## config.mk

```make
export PLATFORM = sky130hd
export DESIGN_NAME = dpram_burst_arbiter
export DESIGN_NICKNAME = d
export VERILOG_FILES = /design/src/rtl/dpram_burst_arbiter.sv
export SDC_FILE = /design/constraint.sdc
export NUM_CORES = 1
export LEC_CHECK = 0
export CAP_MARGIN = 15
export CORE_UTILIZATION = 31
export CTS_CLUSTER_SIZE = 8
export DETAILED_ROUTE_END_ITERATION = 6
export PLACE_DENSITY_LB_ADDON = 0.25
export SYNTH_ARGS = -nofsm -noshare
export SYNTH_HDL_FRONTEND = slang
export SYNTH_SLANG_ARGS = --single-unit
export TNS_END_PERCENT = 10
```

## constraint.sdc

```tcl
create_clock -name clk -period 1.8 [get_ports clk]
set_input_delay 0.18 -clock clk [delete_from_list [all_inputs] [get_ports clk]]
set_output_delay 0.18 -clock clk [all_outputs]
set_load 0.02 [all_outputs]
```

## src/rtl/dpram_burst_arbiter.sv

```systemverilog
// Two-requester burst arbiter in front of one port of a dual-port RAM.
// It grants round-robin, runs one burst at a time (IDLE -> BURST -> DONE) and
// issues one RAM beat per BURST cycle.
module dpram_burst_arbiter #(
  parameter int unsigned AWIDTH = 10,
  parameter int unsigned DWIDTH = 32,
  parameter int unsigned LWIDTH = 4
) (
  input  logic              clk,
  input  logic              reset,
  input  logic              req_0,
  input  logic              req_1,
  input  logic              we_0,
  input  logic              we_1,
  input  logic [AWIDTH-1:0] addr_0,
  input  logic [AWIDTH-1:0] addr_1,
  input  logic [LWIDTH-1:0] len_0,
  input  logic [LWIDTH-1:0] len_1,
  input  logic [DWIDTH-1:0] wdata_0,
  input  logic [DWIDTH-1:0] wdata_1,
  output logic              gnt_0,
  output logic              gnt_1,
  output logic              wrdy_0,
  output logic              wrdy_1,
  output logic [DWIDTH-1:0] rdata,
  output logic              rvld_0,
  output logic              rvld_1,
  output logic              done_0,
  output logic              done_1,
  output logic [AWIDTH-1:0] ram_addr,
  output logic              ram_wren,
  output logic [DWIDTH-1:0] ram_wdata,
  input  logic [DWIDTH-1:0] ram_rdata
);

  typedef enum logic [1:0] {StIdle, StBurst, StDone} state_e;

  state_e              state_q;
  logic                owner_q;  // requester that owns the current burst
  logic                prio_q;   // requester that wins when both ask
  logic                we_q;
  logic [LWIDTH-1:0]   len_q;
  logic [LWIDTH-1:0]   beat_q;
  logic [AWIDTH-1:0]   addr_q;
  logic [1:0]          gnt_q;
  logic [1:0]          rvld_q;
  logic                done_q;
  logic                sel;
  logic                in_burst;

  // Round-robin pick: a lone requester wins outright, otherwise the priority holder.
  always_comb begin
    sel = prio_q;
    if (req_0 && !req_1) begin
      sel = 1'b0;
    end else if (!req_0 && req_1) begin
      sel = 1'b1;
    end
  end

  // Burst FSM with registered grant, read-valid and done pulses.
  always_ff @(posedge clk) begin
    if (reset) begin
      state_q <= StIdle;
      owner_q <= 1'b0;
      prio_q  <= 1'b0;
      we_q    <= 1'b0;
      len_q   <= '0;
      beat_q  <= '0;
      addr_q  <= '0;
      gnt_q   <= '0;
      rvld_q  <= '0;
      done_q  <= 1'b0;
    end else begin
      gnt_q  <= '0;
      rvld_q <= '0;
      done_q <= 1'b0;
      unique case (state_q)
        StIdle: begin
          if (req_0 || req_1) begin
            owner_q <= sel;
            we_q    <= sel ? we_1 : we_0;
            addr_q  <= sel ? addr_1 : addr_0;
            len_q   <= sel ? len_1 : len_0;
            beat_q  <= '0;
            gnt_q   <= sel ? 2'b10 : 2'b01;
            state_q <= StBurst;
          end
        end
        StBurst: begin
          // Read data appears one cycle after the beat, so flag it for next cycle.
          if (!we_q) begin
            rvld_q[owner_q] <= 1'b1;
          end
          if (beat_q == len_q) begin
            // Address is left on the last beat so ram_addr holds it outside BURST.
            state_q <= StDone;
            done_q  <= 1'b1;
          end else begin
            beat_q <= beat_q + LWIDTH'(1);
            addr_q <= addr_q + AWIDTH'(1);
          end
        end
        StDone: begin
          prio_q  <= ~owner_q;
          state_q <= StIdle;
        end
        default: state_q <= StIdle;
      endcase
    end
  end

  assign in_burst  = (state_q == StBurst);
  assign gnt_0     = gnt_q[0];
  assign gnt_1     = gnt_q[1];
  assign rvld_0    = rvld_q[0];
  assign rvld_1    = rvld_q[1];
  assign done_0    = done_q & ~owner_q;
  assign done_1    = done_q & owner_q;
  assign ram_wren  = in_burst & we_q;
  assign wrdy_0    = in_burst & we_q & ~owner_q;
  assign wrdy_1    = in_burst & we_q & owner_q;
  assign ram_addr  = addr_q;
  assign ram_wdata = in_burst ? (owner_q ? wdata_1 : wdata_0) : '0;
  assign rdata     = ram_rdata;

endmodule

```

==> results.sh <==
export IMPL_detailroute_via_count=2309
export IMPL_floorplan_io_pins=213
export IMPL_antenna_cells=0
export IMPL_tritoncts_num_buffers=3
export IMPL_unrepaired_setup_endpoints_after_global_routing="true"
export IMPL_power_density_relative_to_cell_area_nw_per_um2=691.3
export IMPL_share_of_cells_above_drive_strength_1=0.1168
export IMPL_detail_route_antenna_nets=0
export IMPL_cts_htree_levels=1
export IMPL_detailed_place_area_um2=3689
export IMPL_stdcell_count=490
export IMPL_finalWorstPathRequiredPeriod_ps=1737
export IMPL_place_inst=486
export IMPL_wl_mm=7.013
export IMPL_hpwlAfterDp_mm=5.693
export IMPL_place_worst_setup_slack_ps=-20.48
export IMPL_post_layout_total_power_mw=2.561
export IMPL_clk_path_buf_depth=2
export IMPL_crit_path_end_kind="primary output"
export IMPL_timing_slew_headroom=0.7430
export IMPL_worst_ep_arrival_time_ps=1560
export IMPL_worst_pin_slew_ps=384.2
export IMPL_worstSetupPathType="register to primary output"
export IMPL_synth_async_reset_ratio=0
export IMPL_number_of_drc_violations_after_detailed_routing=0
export IMPL_design_die_area_um2=7565
export IMPL_setup_viol=0
export IMPL_netlist_instances=269
export IMPL_placement_rows=30
export IMPL_die_height_um=86.98
export IMPL_finalSetupTns_ps=0
export IMPL_maxCapViolCount=0
export IMPL_post_synth_cell_area_avg_um2=8.321
export IMPL_fin_util=0.5393
export IMPL_cell_area_after_technology_mapping_um2=2238
export IMPL_cts_post_setup_buffers_inserted=0
export IMPL_initial_utilization=0.3259
export IMPL_synth_yosys_seq_area_share=0.2504
export IMPL_worst_setup_hold_path_clk_slew_ps=100
export IMPL_critPathLaunchType="register"
export IMPL_first_pass_grt_wire_length_mm=10.49
export IMPL_avgRoutedWirePerCell_um=14.31
export IMPL_final_hold_violation_count=0
export IMPL_synth_edf_count=0
export IMPL_synthToLayoutAreaGrowth_pct=65.51
export IMPL_ir_worst_vdd_mv=0.3694
export IMPL_most_common_layout_cells="sky130_fd_sc_hd__clkdlybuf4s50_1 (111), sky130_fd_sc_hd__nor2_1 (49), sky130_fd_sc_hd__mux2i_1 (45)"
export IMPL_path_max_fanout=31
export IMPL_first_global_vias=2151
export IMPL_gr_total_overflow=0
export IMPL_fmaxAchievable_mhz=575.9
export IMPL_cts_hold_buf=0
export IMPL_drv_slew=0
export IMPL_clk_root_buffer_cell="sky130_fd_sc_hd__clkbuf_8"
export IMPL_hold_path_class="input pin to primary output"
export IMPL_yosysWarnings=0
export IMPL_final_design_area_no_fill_um2=3705
export IMPL_synth_flop_cell="sky130_fd_sc_hd__dfxtp_1"
export IMPL_core_region_area_um2=6869
export IMPL_gr_usage_all_layers=0.1752
export IMPL_post_synthesis_cell_type_count=47
export IMPL_clock_latency_ps=280
export IMPL_timing_hold_ws_ps=360.0
export IMPL_avgViaCountPerCell=4.712
export IMPL_synth_nets=401
export IMPL_grt_antenna_before_repair=0
export IMPL_layout_nets=527
export IMPL_final_critical_path_setup_slack_ps=63.44
export IMPL_count_of_buffers_from_port_buffering=148
export IMPL_period_share=0.9648
export IMPL_static_leakage_power_nw=1.513
export IMPL_firstDrtPassIters=4
export IMPL_cts_sinks=28
export IMPL_ys_ff_latch=28
export IMPL_worst_clock_skew_ps=4.233
export IMPL_critical_path_required_ps=1620
export IMPL_die_x_um=86.98
export IMPL_status="finished clean"
export IMPL_maximum_number_of_pins_on_one_net_before_global_route_repair=32
export IMPL_layout_cells_most_common="sky130_fd_sc_hd__clkdlybuf4s50_1"
export IMPL_tritoncts="yes"
export IMPL_detailedRoute_firstIterationViolations=43
export IMPL_place_congestion=0.8109
cell families (layout without fill, tap and decap cells):
logic type	after synthesis	after routing	synth area share
AND/OR/NAND/NOR	93	93	0.1990
buffers and inverters	50	175	0.1559
multiplexers	45	45	0.2012
AO/OA/AOI/OAI	44	44	0.1548
flip-flops	28	28	0.2504
XOR/XNOR	7	7	0.02739
adder cells (fa/ha/maj)	2	2	0.01118
synth_stat cells (2+ instances only):
cell type	number	area share
sky130_fd_sc_hd__buf_4	36	0.12
sky130_fd_sc_hd__clkbuf_1	8	0.013
sky130_fd_sc_hd__xor2_1	2	0.0078
sky130_fd_sc_hd__xnor2_1	5	0.020
sky130_fd_sc_hd__nor2_1	49	0.082
sky130_fd_sc_hd__o211ai_1	2	0.0067
sky130_fd_sc_hd__ha_1	2	0.011
sky130_fd_sc_hd__a21oi_1	7	0.016
sky130_fd_sc_hd__a21o_1	3	0.010
sky130_fd_sc_hd__dfxtp_1	28	0.25
sky130_fd_sc_hd__nor3_1	4	0.0089
sky130_fd_sc_hd__a21oi_2	3	0.012
sky130_fd_sc_hd__a31oi_1	2	0.0056
sky130_fd_sc_hd__buf_6	2	0.010
sky130_fd_sc_hd__nor3b_1	2	0.0067
sky130_fd_sc_hd__o22ai_1	2	0.0056
sky130_fd_sc_hd__nand4_1	3	0.0084
sky130_fd_sc_hd__o21a_1	2	0.0067
sky130_fd_sc_hd__nor2b_1	8	0.022
sky130_fd_sc_hd__and2_1	3	0.0084
sky130_fd_sc_hd__nand3_1	3	0.0067
sky130_fd_sc_hd__nand2_1	7	0.012
sky130_fd_sc_hd__a211oi_1	6	0.020
sky130_fd_sc_hd__mux2i_1	45	0.20
sky130_fd_sc_hd__nand2b_1	5	0.014
sky130_fd_sc_hd__and3_1	5	0.014
sky130_fd_sc_hd__o21ai_0	3	0.0067
sky130_fd_sc_hd__a211o_1	3	0.012
flip-flops by register name, indices dropped and copies added, names as in the netlist, 2 cells and up:
register and cells:
ram_addr 10, beat_q 4, len_q 4, gnt_q 2
rvld_q 2, state_q 2
path summary, 6_finish.rpt:
check                start           end  slack [ps]  cells past startpoint
min          ram_rdata[11]     rdata[11]         360                      0
max reg2reg      beat_q[1]   ram_addr[0]         140                      5
min reg2reg           we_q     rvld_q[1]         500                      1
max             state_q[1]  ram_wdata[2]          60                      4
worst max-delay path, cell delays in order, from the launching register on:
cell,delay [ps]
sky130_fd_sc_hd__dfxtp_1,340
sky130_fd_sc_hd__nand2b_2,270
sky130_fd_sc_hd__buf_12,210
sky130_fd_sc_hd__nor2_1,100
sky130_fd_sc_hd__dlygate4sd2_1,340
power by group:
part / switching (mW) / leakage [nW] / internal (mW)
combinational: 0.608 / 1.25 / 0.654
sequential: 0.0983 / 0.231 / 0.702
clock: 0.201 / 0.0357 / 0.298
total: 0.908 / 1.51 / 1.65
area by class of cell:
cell class	instances	area [um2]
clock buffer	3	41.29
timing repair buffer	170	1614
inverter	1	3.754
fill	660	3164
tap	96	120.1
clock inverter	1	30.03
sequential	28	564.3
multi-input combinational	191	1331
layer usage:
| layer | vias up | wire, um | GRT usage |
|---|---|---|---|
| met5 | - | 0 | 0 |
| met4 | 0 | 99 | 0.04848 |
| met3 | 12 | 545 | 0.04550 |
| met2 | 104 | 3348 | 0.2906 |
| met1 | 1031 | 3019 | 0.2236 |
| li1 | 1162 | - | - |
timing repair:
| action | in CTS | in global routing |
|---|---|---|
| resized for setup | 36 | 37 |
| setup endpoints to repair | 37 | 27 |
| pin swaps | 0 | 0 |
| hold endpoints to repair | 0 | 0 |
Power figures use the tool's default switching activity.
